File: src/rtl/param_sort_engine.sv
// Parametrised odd-even transposition sorter with early exit on a swap-free pass.
// DOUT is the working array; DONE marks it as a finished result.
module param_sort_engine #(
  parameter  int N  = 4,
  parameter  int W  = 4,
  localparam int PW = $clog2(N) + 1
) (
  input  logic            clk,
  input  logic            rst_n,
  input  logic            start,
  input  logic            desc,
  input  logic [N*W-1:0]  din,
  output logic [N*W-1:0]  dout,
  output logic            busy,
  output logic            done,
  output logic [PW-1:0]   passes
);

  typedef enum logic [1:0] {
    IDLE,
    EVEN,
    ODD,
    FINISH
  } state_t;

  localparam logic [PW-1:0] HALF = PW'((N + 1) / 2);

  state_t         state, state_n;
  logic [N*W-1:0] arr, arr_n;
  logic [N*W-1:0] even_arr, odd_arr;
  logic           mode, mode_n;
  logic           swp, swp_n;
  logic           even_sw, odd_sw;
  logic [PW-1:0]  cnt, cnt_n, cnt_inc;

  function automatic logic out_of_order(
    input logic [W-1:0] a,
    input logic [W-1:0] b,
    input logic         d
  );
    return d ? (a < b) : (a > b);
  endfunction

  // Unpaired edge elements simply keep their value from arr.
  always_comb begin
    even_arr = arr;
    even_sw  = 1'b0;
    for (int i = 0; i + 1 < N; i += 2) begin
      if (out_of_order(arr[i*W +: W], arr[(i+1)*W +: W], mode)) begin
        even_arr[i*W +: W]     = arr[(i+1)*W +: W];
        even_arr[(i+1)*W +: W] = arr[i*W +: W];
        even_sw                = 1'b1;
      end
    end
  end

  always_comb begin
    odd_arr = arr;
    odd_sw  = 1'b0;
    for (int i = 1; i + 1 < N; i += 2) begin
      if (out_of_order(arr[i*W +: W], arr[(i+1)*W +: W], mode)) begin
        odd_arr[i*W +: W]     = arr[(i+1)*W +: W];
        odd_arr[(i+1)*W +: W] = arr[i*W +: W];
        odd_sw                = 1'b1;
      end
    end
  end

  always_comb begin
    state_n = state;
    arr_n   = arr;
    mode_n  = mode;
    swp_n   = swp;
    cnt_n   = cnt;
    cnt_inc = cnt + PW'(1);
    unique case (state)
      IDLE, FINISH: begin
        if (start) begin
          arr_n   = din;
          mode_n  = desc;
          cnt_n   = '0;
          swp_n   = 1'b0;
          state_n = EVEN;
        end
      end
      EVEN: begin
        arr_n   = even_arr;
        swp_n   = swp | even_sw;
        state_n = ODD;
      end
      ODD: begin
        arr_n = odd_arr;
        cnt_n = cnt_inc;
        // ceil(N/2) passes always suffice, so stop there too.
        if (!(swp || odd_sw) || cnt_inc == HALF) begin
          swp_n   = swp | odd_sw;
          state_n = FINISH;
        end else begin
          swp_n   = 1'b0;
          state_n = EVEN;
        end
      end
      default: state_n = IDLE;
    endcase
  end

  always_ff @(posedge clk or negedge rst_n) begin
    if (!rst_n) begin
      state <= IDLE;
      arr   <= '0;
      mode  <= 1'b0;
      swp   <= 1'b0;
      cnt   <= '0;
    end else begin
      state <= state_n;
      arr   <= arr_n;
      mode  <= mode_n;
      swp   <= swp_n;
      cnt   <= cnt_n;
    end
  end

  assign dout   = arr;
  assign passes = cnt;
  assign busy   = (state == EVEN) || (state == ODD);
  assign done   = (state == FINISH);

endmodule

File: config.mk
export PLATFORM = sky130hd
export DESIGN_NAME = param_sort_engine
export DESIGN_NICKNAME = d
export VERILOG_FILES = /design/src/rtl/param_sort_engine.sv
export SDC_FILE = /design/constraint.sdc
export NUM_CORES = 1
export LEC_CHECK = 0
export ABC_AREA = 1
export CAP_MARGIN = 30
export CORE_ASPECT_RATIO = 0.6
export CORE_MARGIN = 4
export CORE_UTILIZATION = 32
export DETAILED_ROUTE_END_ITERATION = 12
export PLACE_DENSITY = 0.58
export SLEW_MARGIN = 30
export SYNTH_ARGS = -nofsm -noshare
export SYNTH_HDL_FRONTEND = slang
export SYNTH_SLANG_ARGS = --single-unit
File: constraint.sdc
create_clock -name clk -period 3.8 [get_ports clk]
set_clock_uncertainty 0.1 [all_clocks]
set_input_delay 0.76 -clock clk [delete_from_list [all_inputs] [get_ports clk]]
set_output_delay 0.76 -clock clk [all_outputs]
set_load 0.01 [all_outputs]
==> out/qor.yml, run 1 <==
fill_cells: 533
synth_area_leaders: "dfrtp_1 (34%), nand2_1 (13%), ha_1 (13%)"
syn2layout_area_growth_pct: 29.7
critPathCaptureType: "primary output"
clk_latency_ps: 270
routabilityCongestion: 0.832
post_cts_resized: 0
cp-start-kind: "register"
ios: 41
grt_setup_unrepaired: "false"
synth_nets: 247
slew_violations: 0
yosysWarningCount: 0
finalCriticalPeriod_ps: 2590
path_cells: "inv_1 -> ha_1 -> inv_8 -> clkdlybuf4s50_1"
grt_max_degree: 24
first_global_vias: 1447
cts.hold.buffers_added: 0
htree_levels: 1
dieArea_mm2: 0.00658
hold-worst-slack_ps: 419
cp.arrival_ps: 1730
multiInputGateArea_um2: 956
first_pass_iters: 4
post_cts_buffers: 0
dr.first_iter.drc_count: 51
grt_overflow: 0
worstPathRequired_ps: 2940
tightestPinTransition_ps: 349
rrSetupSlack_ps: 1900
syn-instance-count: 210
drive_gt1_share_pct: 9.92
wl_mm: 4.43
fin_crit_sh_pct: 68.2
utilization_pct: 43.2
synth_area_per_cell_um2: 8.10
pwr_density_cell_mw_per_mm2: 986
cts_buffer_depth: 2
critPathMaxStageDelay_ps: 530
vias: 1483
status: "completed"
fin_nets: 290
track_usage_pct: 14.2
cts_tree: "built"
hold_path_class: "register to register"
power.leakage_nw: 1.07
vdd_ir_drop_max_v: 0.000320
vias_per_cell: 4.66
ys_ff_latch: 23
hold_viol_final: 0
synth_area_mm2: 0.00170
core_mm2: 0.00510
synth_area_leader_cell: "dfrtp_1"
cts_buffers: 3
die_w_um: 102
clock-sinks: 23
fp.dieH_um: 64.5
cap_viol_max_count: 0
clk_pin_slew_ps: 80
yosysUniqueCellTypes: 30
worstSetupPathType: "register to primary output"
start_util_pct: 33.3
drc: 0
port_buffers: 40
fmax_mhz: 386
seq_area_um2: 576
crit_fanout: 4
seq_area_frac_synth_pct: 33.8
cts_root_buf: "clkbuf_8"
antenna_found_initial: 0
antenna_left: 0
wl_per_cell_um: 13.9
synth_top_area_share_pct: 33.8
max_slew_margin_pct: 76.7
rows: 20
setup_violations: 0
grt_pass1_wl_mm: 7.33
tns_ps: 0
hpwlAfterDp_mm: 3.37
diodes: 0
slowest_stage: "clkdlybuf4s50_1"
-- final cells by class --
| class | count | area share (%) |
|---|---|---|
| multi-input cells | 151 | 43.3 |
| repair buffers | 42 | 18.8 |
| well taps | 66 | 3.74 |
| clock buffers | 3 | 1.87 |
| inverters | 32 | 5.90 |
| flip-flops and latches | 23 | 26.1 |
| clock inverters | 1 | 0.227 |
-- sequential cells by signal (all words and copies together) (netlist names) --
signal	count
dout	16
passes	3
state	2
mode	1
swp	1
-- final timing paths --
check,endpoint,from,cells after the start
max,busy,state[0]$_DFFE_PN0P_,4
min,dout[0]$_DFFE_PN0P_,dout[0]$_DFFE_PN0P_,2
max reg2reg,dout[4]$_DFFE_PN0P_,dout[11]$_DFFE_PN0P_,10
min reg2reg,dout[0]$_DFFE_PN0P_,dout[0]$_DFFE_PN0P_,2
max in group asynchronous,state[0]$_DFFE_PN0P_,rst_n,2
min in group asynchronous,dout[8]$_DFFE_PN0P_,rst_n,2
-- cell families after synthesis --
family | synth area share [%]
simple gates | 28.3
fa+ha+maj | 12.5
flops | 33.8
buf+inv | 9.93
compound gates | 14.9
xor+xnor | 0.515
-- layout by cell type, fill, tap and decap left out, drive strengths merged --
master,Yosys,layout
nand2,69,69
clkdlybuf4s50,0,40
inv,32,32
dfrtp,23,23
ha,17,17
nand3,15,15
o21ai,14,14
nor2,9,9
a22oi,8,8
a21oi,6,6
o221ai,4,4
o211ai,4,4
clkbuf,0,3
buf,4,2
o22ai,1,1
o21bai,1,1
xor2,1,1
nor3b,1,1
a32o,1,1
clkinv,0,1
-- Yosys cell counts --
| cell | n |
|---|---|
| a32o_1 | 1 |
| o221ai_1 | 4 |
| inv_8 | 1 |
| nand2_4 | 5 |
| inv_4 | 1 |
| ha_1 | 17 |
| nand3_4 | 1 |
| nand3_1 | 12 |
| a22oi_1 | 8 |
| buf_6 | 3 |
| o211ai_2 | 1 |
| nand3_2 | 2 |
| o22ai_1 | 1 |
| nor2_4 | 1 |
| inv_1 | 27 |
| dfrtp_1 | 23 |
| nand2_8 | 1 |
| xor2_1 | 1 |
| nor3b_1 | 1 |
| buf_2 | 1 |
| o21ai_0 | 9 |
| nand2_2 | 2 |
| nor2_8 | 1 |
| o211ai_1 | 3 |
| nor2_1 | 7 |
| a21oi_1 | 6 |
| o21bai_1 | 1 |
| inv_2 | 3 |
| o21ai_1 | 5 |
| nand2_1 | 61 |
-- layer usage --
| metal | GRT usage [%] | routed length [um] | up-vias |
|---|---|---|---|
| met3 | 3.01 | 275 | 0 |
| met4 | 0.491 | 0 | 0 |
| met5 | 0 | 0 | - |
| li1 | - | - | 776 |
| met1 | 22.1 | 2430 | 670 |
| met2 | 21.0 | 1730 | 37 |
-- per-stage QoR --
step	setup slack, ps	instance area [um^2]	instances	power, mW
finish	1210	2210	318	2.17
global placement	1500	2160	314	2.00
floorplan	2020	1700	210	1.58
detailed placement	1490	2160	314	2.03
CTS	1190	2210	318	2.20
global route	1150	2210	318	2.40
-- critical path, delay by kind of cell, from the launching register on --
kind	cells	cell delay [ps]
DFF	1	400
buffers and inverters	3	700
adders and majority gates	1	370
-- power breakdown --
part	switching [mW]	internal, mW
combinational	0.921	0.617
sequential	0.121	0.356
clock	0.0862	0.0733
Power figures use the tool's default switching activity.
==> run 2: changes to the inputs <==
--- a/config.mk
+++ b/config.mk
@@ -11,7 +11,7 @@
 export CORE_MARGIN = 4
 export CORE_UTILIZATION = 32
 export DETAILED_ROUTE_END_ITERATION = 12
-export PLACE_DENSITY = 0.58
+export PLACE_DENSITY = 0.6
 export SLEW_MARGIN = 30
 export SYNTH_ARGS = -nofsm -noshare
 export SYNTH_HDL_FRONTEND = slang
==> constraint.sdc (replaced) <==
create_clock -name clk -period 2.33 [get_ports clk]
set_clock_uncertainty 0.1 [all_clocks]
set_input_delay 0.466 -clock clk [delete_from_list [all_inputs] [get_ports clk]]
set_output_delay 0.466 -clock clk [all_outputs]
set_load 0.01 [all_outputs]
==> run 2 against run 1 <==
Compared with the run above: register-to-register slack got worse by 1500 ps; core utilization rose by 0.20 points; design area rose by 0.45%; via count rose by 2.6%; sequential share of layout area fell by 0.12 points; sequential power rose by 61%; critical path type unchanged; critical endpoint unchanged; largest cell class unchanged; largest power group unchanged; highest routed layer is now met4.
==> out/qor.yml, run 2 (same netlist as run 1, synthesis figures left out) <==
antenna_left: 0  # unchanged
power_frac_seq_pct: 21.6  # -0.3 points
post_dp_cell_area_mm2: 0.00216  # unchanged
multiInputGateArea_um2: 958  # +0.26%
clk_latency_ps: 270  # about the same
fin_nets: 291  # +0.34%
die_w_um: 102  # unchanged
final_area_mm2: 0.00222  # +0.45%
hold_viol_final: 0  # unchanged
rows: 20  # unchanged
power.leakage_nw: 1.07  # +0.27%
drc: 0  # unchanged
p_sw_mw: 1.84  # +63%
first_pass_iters: 4  # unchanged
crit_fanout: 4  # unchanged
final_cell_mix: "nand2_1 (61), clkdlybuf4s50_1 (40), inv_1 (27), dfrtp_1 (23), ha_1 (16)"
tns_ps: 0  # unchanged
wl_mm: 4.47  # +0.90%
vias_per_cell: 4.77  # +2.2%
grt_setup_unrepaired: "false"
grt_pass1_wl_mm: 7.37  # +0.57%
largest_reg_flops: 16  # unchanged
cp-start-kind: "register"
routabilityCongestion: 0.850  # +2.1%
cts_tree: "built"
diodes: 0  # unchanged
first_global_vias: 1482  # +2.4%
ios: 41  # unchanged
htree_levels: 1  # unchanged
vias: 1521  # +2.6%
p_total_mw: 3.56  # +64%
clock-sinks: 23  # unchanged
fill_cells: 523  # -1.9%
clk_pin_slew_ps: 90  # about the same
pwr_density_cell_mw_per_mm2: 1610  # +63%
dieArea_mm2: 0.00658  # unchanged
swShare_pct: 51.7  # -0.21 points
slew_violations: 0  # unchanged
fp.dieH_um: 64.5  # unchanged
rrSetupSlack_ps: 420  # -1480 ps
fmax_mhz: 447
hpwlAfterDp_mm: 3.38  # +0.38%
cap_viol_max_count: 0  # unchanged
power.share.clock_pct: 7.3  # about the same
seq_area_um2: 576  # unchanged
grt_overflow: 0  # unchanged
drive_gt1_share_pct: 10.7  # +0.75 points
cp.arrival_ps: 1670  # -60 ps
fin_crit_sh_pct: 96.1
max_slew_margin_pct: 76.0  # -0.64 points
cts.hold.buffers_added: 0  # unchanged
critPathCaptureType: "primary output"
core_mm2: 0.00510  # unchanged
layout_commonest_cell: "nand2_1"
p_int_mw: 1.72  # +65%
cts_root_buf: "clkbuf_8"
start_util_pct: 33.3  # unchanged
grt_max_degree: 24  # unchanged
status: "completed"
track_usage_pct: 14.3  # +0.13 points
cts_buffers: 3  # unchanged
setup_violations: 0  # unchanged
cts_buffer_depth: 2  # unchanged
worstSetupPathType: "register to primary output"
p_comb_share_pct: 71.2  # +0.5 points
hold_path_class: "register to register"
finalCriticalPeriod_ps: 2240
syn2layout_area_growth_pct: 30.3
port_buffers: 40  # unchanged
tightestPinTransition_ps: 359  # +9.58 ps
worstPathRequired_ps: 1760  # -1180 ps
vdd_ir_drop_max_v: 0.000449  # +40%
dr.first_iter.drc_count: 50  # -2.0%
antenna_found_initial: 0  # unchanged
wl_per_cell_um: 14.0  # +0.59%
run 2: cell types whose count changed in the layout (fill, tap and decap cells not counted), sizes merged:
cell | previous run | this run
buf | 2 | 3
run 2: power by group through the flow:
stage          sequential, mW  clock [mW]  combinational [mW]
5_1_grt                 0.801       0.289                2.85
2_1_floorplan           0.792           0                1.78
6_report                0.768       0.259                2.54
4_1_cts                 0.773       0.268                2.53
3_5_place_dp            0.779           0                2.52
3_3_place_gp            0.778           0                2.48
run 2: area by class of cell:
| class | count | area share [%] |
|---|---|---|
| multi-input combinational | 151 | 43.3 |
| sequential | 23 | 26.0 |
| timing repair buffer | 43 | 19.1 |
| inverter | 32 | 5.87 |
| tap | 66 | 3.73 |
| clock buffer | 3 | 1.86 |
| clock inverter | 1 | 0.226 |
run 2: timing repair:
item / CTS / global route
buffers inserted: 0 / 1
gates resized for setup: 0 / 1
endpoints found under the hold margin: 0 / 0
setup endpoints to repair: 0 / 1
run 2: final timing paths:
path	cells after the start	endpoint	from
worst min register to register	2	dout[13]$_DFFE_PN0P_	dout[13]$_DFFE_PN0P_
worst max-delay path	4	busy	state[0]$_DFFE_PN0P_
worst min-delay path	2	dout[13]$_DFFE_PN0P_	dout[13]$_DFFE_PN0P_
min in group asynchronous	2	state[0]$_DFFE_PN0P_	rst_n
worst max register to register	8	dout[1]$_DFFE_PN0P_	dout[7]$_DFFE_PN0P_
max in group asynchronous	2	state[1]$_DFFE_PN0P_	rst_n
run 2: stage by stage:
step                      util, %  instances  hold slack (ps)  setup slack (ps)
final                        43.4        319              433              90.5
after CTS                    43.2        318              438              3.04
after global placement       42.3        314              402               330
after global routing         43.4        319              477              34.3
after floorplan                 -        210             70.4               640
after detailed placement     42.3        314              412               316
run 2: worst max-delay path: stages, from the launching register on:
cell	delay [ps]
dfrtp_1	410
inv_1	70
ha_2	300
inv_8	90
clkdlybuf4s50_1	530
run 2: routing by layer:
metal | GRT usage (%) | up-vias | wire length, um
li1 | - | 777 | -
met1 | 21.9 | 686 | 2420
met2 | 20.9 | 53 | 1720
met3 | 3.33 | 5 | 318
met4 | 1.47 | 0 | 19
met5 | 0 | - | 0
